`src/rtl/fwd_hazard_if.sv`:
```
// rtl/fwd_hazard_if.sv - pipeline-side bundle for the forwarding/hazard unit
// Purpose: groups the ID-stage operand info, the EX/MEM/WB producer info and
//          the unit's stall/bypass/forward outputs.
// Ports (signals):
//   id_valid, id_src, id_src_used        ID-stage instruction and its sources
//   ex_regwrt, ex_is_load, ex_dest       producer in EX
//   mem_regwrt, mem_dest                 producer in MEM
//   wb_regwrt, wb_dest                   producer in WB
//   flush                                branch/exception flush of ID and EX
//   stall, rf_bypass, fwd_sel,
//   stall_cycles                         outputs of the hazard unit
// Modports: master = pipeline driving producers, slave = hazard unit.
interface fwd_hazard_if #(
  parameter int REG_AW  = 4,
  parameter int NUM_SRC = 2,
  parameter int CNT_W   = 16
);
  logic                      id_valid;
  logic [NUM_SRC*REG_AW-1:0] id_src;
  logic [NUM_SRC-1:0]        id_src_used;
  logic                      ex_regwrt;
  logic                      ex_is_load;
  logic [REG_AW-1:0]         ex_dest;
  logic                      mem_regwrt;
  logic [REG_AW-1:0]         mem_dest;
  logic                      wb_regwrt;
  logic [REG_AW-1:0]         wb_dest;
  logic                      flush;
  logic                      stall;
  logic [NUM_SRC-1:0]        rf_bypass;
  logic [2*NUM_SRC-1:0]      fwd_sel;
  logic [CNT_W-1:0]          stall_cycles;

  modport master (
    output id_valid, id_src, id_src_used,
    output ex_regwrt, ex_is_load, ex_dest,
    output mem_regwrt, mem_dest, wb_regwrt, wb_dest, flush,
    input  stall, rf_bypass, fwd_sel, stall_cycles
  );

  modport slave (
    input  id_valid, id_src, id_src_used,
    input  ex_regwrt, ex_is_load, ex_dest,
    input  mem_regwrt, mem_dest, wb_regwrt, wb_dest, flush,
    output stall, rf_bypass, fwd_sel, stall_cycles
  );
endinterface

```
`src/rtl/fwd_hazard_unit.sv`:
```
// rtl/fwd_hazard_unit.sv - forwarding select and load-use hazard unit
// Purpose: compares ID-stage sources against EX/MEM/WB producers, registers a
//          forwarding select per source into EX, stalls ID on load-use
//          hazards for LOAD_LAT cycles and drives a same-cycle WB->ID bypass.
// Ports:
//   clk    rising-edge clock
//   rst_n  asynchronous active-low reset
//   bus    fwd_hazard_if.slave (producer info in, stall/bypass/fwd_sel/
//          stall_cycles out)
module fwd_hazard_unit #(
  parameter int REG_AW   = 4,
  parameter int NUM_SRC  = 2,
  parameter int LOAD_LAT = 1,
  parameter int ZERO_REG = 1,
  parameter int CNT_W    = 16
) (
  input logic          clk,
  input logic          rst_n,
  fwd_hazard_if.slave  bus
);

  localparam logic [0:0] ST_RUN   = 1'b0;
  localparam logic [0:0] ST_STALL = 1'b1;
  localparam logic [2:0] LAT_M1   = 3'(LOAD_LAT - 1);

  logic [0:0]           state;
  logic [2:0]           cnt;
  logic [NUM_SRC-1:0]   m_ex;
  logic [NUM_SRC-1:0]   m_mem;
  logic [NUM_SRC-1:0]   m_wb;
  logic                 hazard;
  logic                 stall_int;
  logic [2*NUM_SRC-1:0] fwd_nxt;
  logic [2*NUM_SRC-1:0] fwd_q;
  logic [CNT_W-1:0]     cyc_q;

  // Per-source producer matches; a source counts only when it is really read
  // and is not the hardwired zero register.
  always_comb begin
    m_ex  = '0;
    m_mem = '0;
    m_wb  = '0;
    for (int i = 0; i < NUM_SRC; i++) begin
      logic [REG_AW-1:0] src;
      logic              live;
      src  = bus.id_src[i*REG_AW +: REG_AW];
      live = bus.id_valid & bus.id_src_used[i] & !((ZERO_REG != 0) && (src == '0));
      m_ex[i]  = live & bus.ex_regwrt  & (bus.ex_dest  == src);
      m_mem[i] = live & bus.mem_regwrt & (bus.mem_dest == src);
      m_wb[i]  = live & bus.wb_regwrt  & (bus.wb_dest  == src);
    end
  end

  assign hazard    = (|m_ex) & bus.ex_is_load;
  assign stall_int = (state == ST_STALL) | hazard;

  // Reset clears state asynchronously, but a live hazard would still assert
  // stall combinationally; gate it so the pipeline sees no stall in reset.
  assign bus.stall     = rst_n & stall_int;
  assign bus.rf_bypass = m_wb;

  // EX producer is younger than MEM, so it wins; a stalled, flushed or empty
  // ID stage becomes a bubble with select 0.
  always_comb begin
    fwd_nxt = '0;
    for (int i = 0; i < NUM_SRC; i++) begin
      if (stall_int | bus.flush | !bus.id_valid) begin
        fwd_nxt[2*i +: 2] = 2'd0;
      end else if (m_ex[i]) begin
        fwd_nxt[2*i +: 2] = 2'd1;
      end else if (m_mem[i]) begin
        fwd_nxt[2*i +: 2] = 2'd2;
      end else begin
        fwd_nxt[2*i +: 2] = 2'd0;
      end
    end
  end

  // RUN covers the first hazard cycle itself; STALL holds the remaining
  // LOAD_LAT-1 cycles regardless of what ID shows meanwhile.
  always_ff @(posedge clk or negedge rst_n) begin
    if (!rst_n) begin
      state <= ST_RUN;
      cnt   <= '0;
    end else if (bus.flush) begin
      state <= ST_RUN;
      cnt   <= '0;
    end else begin
      case (state)
        ST_RUN: begin
          if (hazard && (LOAD_LAT > 1)) begin
            state <= ST_STALL;
            cnt   <= LAT_M1;
          end
        end
        ST_STALL: begin
          if (cnt == 3'd1) begin
            state <= ST_RUN;
          end
          cnt <= cnt - 3'd1;
        end
        default: begin
          state <= ST_RUN;
          cnt   <= '0;
        end
      endcase
    end
  end

  always_ff @(posedge clk or negedge rst_n) begin
    if (!rst_n) begin
      fwd_q <= '0;
    end else begin
      fwd_q <= fwd_nxt;
    end
  end

  always_ff @(posedge clk or negedge rst_n) begin
    if (!rst_n) begin
      cyc_q <= '0;
    end else if (stall_int && !(&cyc_q)) begin
      cyc_q <= cyc_q + 1'b1;
    end
  end

  assign bus.fwd_sel      = fwd_q;
  assign bus.stall_cycles = cyc_q;

endmodule

```
`src/flat_wrapper.sv`:
```
// flat-port wrapper written by rule: the top's interface ports become plain ports
module fwd_hazard_unit_flat 
#(
  parameter int REG_AW   = 4,
  parameter int NUM_SRC  = 2,
  parameter int LOAD_LAT = 1,
  parameter int ZERO_REG = 1,
  parameter int CNT_W    = 16
)
  (clk, rst_n, bus_id_valid, bus_id_src, bus_id_src_used, bus_ex_regwrt, bus_ex_is_load, bus_ex_dest, bus_mem_regwrt, bus_mem_dest, bus_wb_regwrt, bus_wb_dest, bus_flush, bus_stall, bus_rf_bypass, bus_fwd_sel, bus_stall_cycles);
  fwd_hazard_if #(.REG_AW(REG_AW), .NUM_SRC(NUM_SRC), .CNT_W(CNT_W)) bus_i ();
  input logic clk;
  input logic rst_n;
  input wire logic [$bits(bus_i.id_valid)-1:0] bus_id_valid;
  input wire logic [$bits(bus_i.id_src)-1:0] bus_id_src;
  input wire logic [$bits(bus_i.id_src_used)-1:0] bus_id_src_used;
  input wire logic [$bits(bus_i.ex_regwrt)-1:0] bus_ex_regwrt;
  input wire logic [$bits(bus_i.ex_is_load)-1:0] bus_ex_is_load;
  input wire logic [$bits(bus_i.ex_dest)-1:0] bus_ex_dest;
  input wire logic [$bits(bus_i.mem_regwrt)-1:0] bus_mem_regwrt;
  input wire logic [$bits(bus_i.mem_dest)-1:0] bus_mem_dest;
  input wire logic [$bits(bus_i.wb_regwrt)-1:0] bus_wb_regwrt;
  input wire logic [$bits(bus_i.wb_dest)-1:0] bus_wb_dest;
  input wire logic [$bits(bus_i.flush)-1:0] bus_flush;
  output wire logic [$bits(bus_i.stall)-1:0] bus_stall;
  output wire logic [$bits(bus_i.rf_bypass)-1:0] bus_rf_bypass;
  output wire logic [$bits(bus_i.fwd_sel)-1:0] bus_fwd_sel;
  output wire logic [$bits(bus_i.stall_cycles)-1:0] bus_stall_cycles;
  assign bus_i.id_valid = bus_id_valid;
  assign bus_i.id_src = bus_id_src;
  assign bus_i.id_src_used = bus_id_src_used;
  assign bus_i.ex_regwrt = bus_ex_regwrt;
  assign bus_i.ex_is_load = bus_ex_is_load;
  assign bus_i.ex_dest = bus_ex_dest;
  assign bus_i.mem_regwrt = bus_mem_regwrt;
  assign bus_i.mem_dest = bus_mem_dest;
  assign bus_i.wb_regwrt = bus_wb_regwrt;
  assign bus_i.wb_dest = bus_wb_dest;
  assign bus_i.flush = bus_flush;
  assign bus_stall = bus_i.stall;
  assign bus_rf_bypass = bus_i.rf_bypass;
  assign bus_fwd_sel = bus_i.fwd_sel;
  assign bus_stall_cycles = bus_i.stall_cycles;
  fwd_hazard_unit #(.REG_AW(REG_AW), .NUM_SRC(NUM_SRC), .LOAD_LAT(LOAD_LAT), .ZERO_REG(ZERO_REG), .CNT_W(CNT_W)) u_core (.clk(clk), .rst_n(rst_n), .bus(bus_i));
endmodule
```
`config.mk`:
```
export PLATFORM = sky130hd
export DESIGN_NAME = fwd_hazard_unit_flat
export DESIGN_NICKNAME = d
export VERILOG_FILES = /design/src/rtl/fwd_hazard_if.sv /design/src/rtl/fwd_hazard_unit.sv /design/src/flat_wrapper.sv
export SDC_FILE = /design/constraint.sdc
export NUM_CORES = 1
export LEC_CHECK = 0
export CELL_PAD_IN_SITES_DETAIL_PLACEMENT = 1
export CELL_PAD_IN_SITES_GLOBAL_PLACEMENT = 2
export CORE_MARGIN = 2
export CORE_UTILIZATION = 30
export CTS_BUF_LIST = sky130_fd_sc_hd__clkbuf_16
export CTS_CLUSTER_SIZE = 28
export DETAILED_ROUTE_END_ITERATION = 16
export GPL_TIMING_DRIVEN = 0
export PLACE_DENSITY = 0.91
export SLEW_MARGIN = 20
export SYNTH_ARGS = -nofsm -noshare
export SYNTH_HDL_FRONTEND = slang
export SYNTH_SLANG_ARGS = --single-unit
```
`constraint.sdc`:
```
create_clock -name clk -period 3.8 [get_ports clk]
set_input_delay 0.38 -clock clk [delete_from_list [all_inputs] [get_ports clk]]
set_output_delay 0.38 -clock clk [all_outputs]
set_load 0.01 [all_outputs]
```
After elaboration in Yosys (flattened, before gate mapping). Cells that the tools add are included. W data, S select, Z words.

Word-level logic and storage cells: 55. Register bits: 24.

Reductions and logical operators: 10. $add $sub $neg: 2. Equal/unequal tests: 7. Bitwise gates (word level): 21. Mux-type cells: 11.

Operators by type and width (count): $eq A4 B4 Y1 (6); $and A1 B1 Y1 (18); $add A16 B1 Y16 const B (1); $reduce_and A16 Y1 (1); $mux W2 (6); $logic_not A4 Y1 (2); $mux W3 (2); $logic_not A1 Y1 (4); $eq A3 B1 Y1 const B (1); $mux W1 (3); $or A1 B1 Y1 (3); $sub A3 B1 Y3 const B (1); $reduce_bool A2 Y1 (1); $reduce_or A2 Y1 (1); $logic_and A1 B1 Y1 (1).

Logic depth before layout (Yosys ltp).
Depth in word-level cells: 11. Mapped depth: 6.

Worst setup path before layout. OpenSTA, ideal clock, no wires.

Path type: input port to output port. Start point: in bus_id_src[5]. End point: out bus_stall. Stages on the path: 6. Path buffers: 1. Arrival time: 1.516 ns. Data required time: 3.420 ns. Setup slack: 1.904 ns. Cell sequence: nor4_2 -> nor3_2 -> a31oi_4 -> buf_6 -> nand2_1 -> and2_1.

Longest elaborated chain between the ends: 9. Elaborated cells between the ends (all ways): 10. Those cells by class: eq/ne: 1; bitwise: 6; reduce/logical: 3.

RTL lines: start, declared (line flat_wrapper.sv:15) `input wire logic [$bits(bus_i.id_src)-1:0] bus_id_src;`; $logic_not A4 Y1 (line fwd_hazard_unit.sv:47) `live = bus.id_valid & bus.id_src_used[i] & !((ZERO_REG != 0) && (src == '0));`; $logic_not A1 Y1 (line fwd_hazard_unit.sv:47); $and A1 B1 Y1 (line fwd_hazard_unit.sv:47); $and A1 B1 Y1 (line fwd_hazard_unit.sv:48) `m_ex[i] = live & bus.ex_regwrt & (bus.ex_dest == src);`; $and A1 B1 Y1 (*) (line fwd_hazard_unit.sv:48); $reduce_or A2 Y1 (*) (line fwd_hazard_unit.sv:54) `assign hazard = (|m_ex) & bus.ex_is_load;`; $and A1 B1 Y1 (*) (line fwd_hazard_unit.sv:54); $or A1 B1 Y1 (*) (line fwd_hazard_unit.sv:55) `assign stall_int = (state == ST_STALL) | hazard;`; $and A1 B1 Y1 (*) (line fwd_hazard_unit.sv:59) `assign bus.stall = rst_n & stall_int;`; end, declared (line flat_wrapper.sv:25) `output wire logic [$bits(bus_i.stall)-1:0] bus_stall;`.

Every way passes the cells marked *; elsewhere a longest branch is shown, timed or not.

Final worst setup path. Same ends and word-level chain as after synthesis.

==> impl_metrics.py <==
metrics = {
    "setup_path": {
        "critPathMaxStageDelay_ns": 0.52,
        "path_class": "in2out",
        "slowest_stage": "clkdlybuf4s50_1",
        "endpoint_kind": "output port",
        "rr_worst_depth": 5,
        "cp_cell_sequence": "clkdlybuf4s50_1 > nor4_2 > nor3_2 > a31oi_4 > buf_6 > nand2_1 > and2_1 > clkdlybuf4s50_1",
        "cp-start-kind": "primary input",
        "cpMostUsedCell": "clkdlybuf4s50_1",
        "arrival_ns": 2.72,
        "cp_max_fo": 10,
        "cp.required_ns": 3.42,
    },
    "logic_synthesis": {
        "ys_types": 45,
        "yosysWarnings": 0,
        "synth_ff_type": "dfrtp_1",
        "synth_area_um2": 1657,
        "synthCells": 157,
        "synth-edff-count": 0,
        "postSynthNetCount": 190,
        "avgSynthCellArea_um2": 10.55,
        "synth.area.top_cells": "dfrtp_1 (36%), xor2_1 (17%), a211oi_2 (3.8%), a2111oi_2 (2.7%), nand2_1 (2.7%)",
        "yosysTopAreaCell": "dfrtp_1",
        "ys_ff_latch": 24,
        "synthArstFlopShare_pct": 100.0,
        "synth_seq_area_share_pct": 36.25,
        "synth_top_area_share_pct": 36.25,
    },
    "detailed_routing": {
        "drt-pass1-iter-count": 4,
        "wl_um": 4161,
        "via_per_inst": 4.944,
        "drt_iter0_drc": 53,
        "route.vias.total": 1404,
        "ant_nets": 0,
        "drc_errors": 0,
        "wl_per_cell_um": 14.65,
    },
    "worst_hold_path": {
        "hp-class": "in2async",
    },
    "global_routing": {
        "grt-ovfl-total": 0,
        "grt_max_degree": 26,
        "antenna_found_initial": 0,
        "grt_pass1_vias": 1497,
        "track_usage_pct": 14.58,
        "grt_pass1_wl_um": 7258,
    },
    "finish": {
        "area_growth_pct": 41.09,
        "drive_gt1_share_pct": 14.62,
        "diodes": 0,
        "fin_nets": 247,
        "post-route-util_pct": 43.24,
    },
    "clocking": {
        "cts-root-buf": "clkbuf_16",
        "cts_resized": 0,
        "cts_max_level": 1,
        "cts_hold_buf": 0,
        "clockBufferDepth": 2,
        "cts.clk_slew.worst_paths_ns": 0.06,
        "cts_tree": "built",
        "cts_setup_buffers": 0,
        "cts_made_buffers": 3,
        "clock_latency_ns": 0.25,
        "clock-sinks": 24,
    },
    "sta": {
        "setup_viol": 0,
        "rsz0062_at_grt": "false",
        "relSlewSlack_pct": 63.52,
        "drv_slew": 0,
        "min_period_ns": 3.101,
        "max_freq_mhz": 322.4,
        "hold_viol_final": 0,
        "skew_ns": 0.001667,
        "setup_tns_ns": 0,
        "worst_pin_slew_ns": 0.5473,
        "fin_crit_sh_pct": 81.62,
    },
    "power": {
        "switching_share_pct": 24.02,
        "clock_power_share_pct": 36.4,
        "combPwrFrac_pct": 18.6,
        "power_density_nw_per_um2": 261.8,
        "p_leak_uw": 0.0009577,
        "power.internal_uw": 464.9,
        "finalPower_uw": 611.9,
        "worst_ir_drop_vdd_mv": 0.2190,
        "p_seq_share_pct": 45.0,
        "p_sw_uw": 147.0,
    },
    "floorplan": {
        "initial_utilization_pct": 30.65,
        "die_width_um": 78.31,
        "core_um2": 5405,
        "die-area_um2": 6132,
        "rows": 27,
        "die_h_um": 78.31,
        "ios": 53,
    },
    "placed_design": {
        "place.gp.congestion": 0.7526,
        "dpl.hpwl_um": 3466,
        "port_buffers": 52,
    },
    "run_status": {
        "status": "finished, final reports clean",
    },
    "job": {
        "max_cap_violations": 0,
    },
}
[final timing paths]
| path | startpoint | end | slack, ns |
|---|---|---|---|
| worst max register to register | u_core.bus.stall_cycles[0]$_DFFE_PN0P_ | u_core.bus.stall_cycles[14]$_DFFE_PN0P_ | 1.80 |
| worst min register to register | u_core.bus.stall_cycles[10]$_DFFE_PN0P_ | u_core.bus.stall_cycles[10]$_DFFE_PN0P_ | 0.50 |
| worst max-delay path | bus_id_src[5] | bus_stall | 0.70 |
| min in group clk | u_core.bus.stall_cycles[10]$_DFFE_PN0P_ | u_core.bus.stall_cycles[10]$_DFFE_PN0P_ | 0.50 |
| max in group asynchronous | rst_n | u_core.cnt[0]$_DFFE_PN0P_ | 3.33 |
| worst min-delay path | rst_n | u_core.bus.stall_cycles[8]$_DFFE_PN0P_ | 0.11 |
[flip-flops by register name, indices dropped and copies added, names as in the netlist]
signal                   count
u_core.bus.stall_cycles     16
u_core.bus.fwd_sel           4
u_core.cnt                   3
u_core.state                 1
[critical path, delay by kind of cell]
kind                   cells  cell delay (ns)
buffers and inverters      3             1.22
AO/OA/AOI/OAI              1             0.33
AND/OR/NAND/NOR            4             0.80
[per-stage QoR]
stage                     area, µm²  setup slack [ns]  hold slack [ns]  std cells
after floorplan                1657             1.904          0.08441        157
after global placement         2267            0.6791           0.4775        281
after detailed placement       2267            0.6607           0.4937        281
after CTS                      2342            0.6547           0.5045        284
after global routing           2337            0.5704           0.1519        284
final                          2337            0.6985           0.1063        284
[cells in the mapped netlist, types with 2 or more instances]
library cell  count
xor2_1           32
dfrtp_1          24
nand2_1          12
nor2_1           10
nand3_1           8
inv_1             6
a211oi_2          5
a21oi_1           5
nor4_1            5
xnor2_1           5
nand4_1           4
a2111oi_2         3
ha_1              3
a211oi_1          2
buf_4             2
nor3_2            2
[layout make-up]
type / instances / area [µm²]
fill: 620 / 3068
multi-input combinational: 124 / 1007
sequential: 24 / 600.6
timing repair buffer: 52 / 515.5
tap: 72 / 90.09
clock buffer: 3 / 75.07
buffer: 3 / 26.28
inverter: 6 / 22.52
[power groups by stage]
stage / Combinational, µW / Clock, µW / Sequential [µW]
6_report: 114 / 223 / 276
4_1_cts: 116 / 228 / 275
5_1_grt: 125 / 245 / 276
2_1_floorplan: 41.7 / 0 / 281
3_3_place_gp: 113 / 0 / 279
3_5_place_dp: 116 / 0 / 280
[layout by cell type, fill, tap and decap left out, drive strengths merged, types with 4 or more instances in the layout]
cell type / count
nor4: 6
clkdlybuf4s50: 51
buf: 4
xnor2: 5
a211oi: 7
nand2: 12
nand3: 9
nand4: 5
a21oi: 6
nor2: 12
dfrtp: 24
xor2: 32
inv: 6
[cell families (layout without fill, tap and decap cells)]
family | after synthesis | after routing | share of synthesized area, %
AOI/OAI and AO/OA | 23 | 23 | 14.20
xor gates and xnor gates | 37 | 37 | 19.56
adders and majority gates | 3 | 3 | 2.266
buffers and inverters | 9 | 64 | 2.945
DFF | 24 | 24 | 36.25
muxes | 3 | 3 | 2.265
and+or+nand+nor | 58 | 58 | 22.51
[routing by layer]
layer	share of wire (%)	global-route usage, %	wire (µm)	vias up
met5	0	0	0	-
met4	1.4	4.912	57	0
met3	6.0	2.874	248	5
met2	49	24.22	2020	46
met1	44	18.94	1835	679
li1	-	-	-	674
No activity file was read; power rests on OpenSTA's default activity.
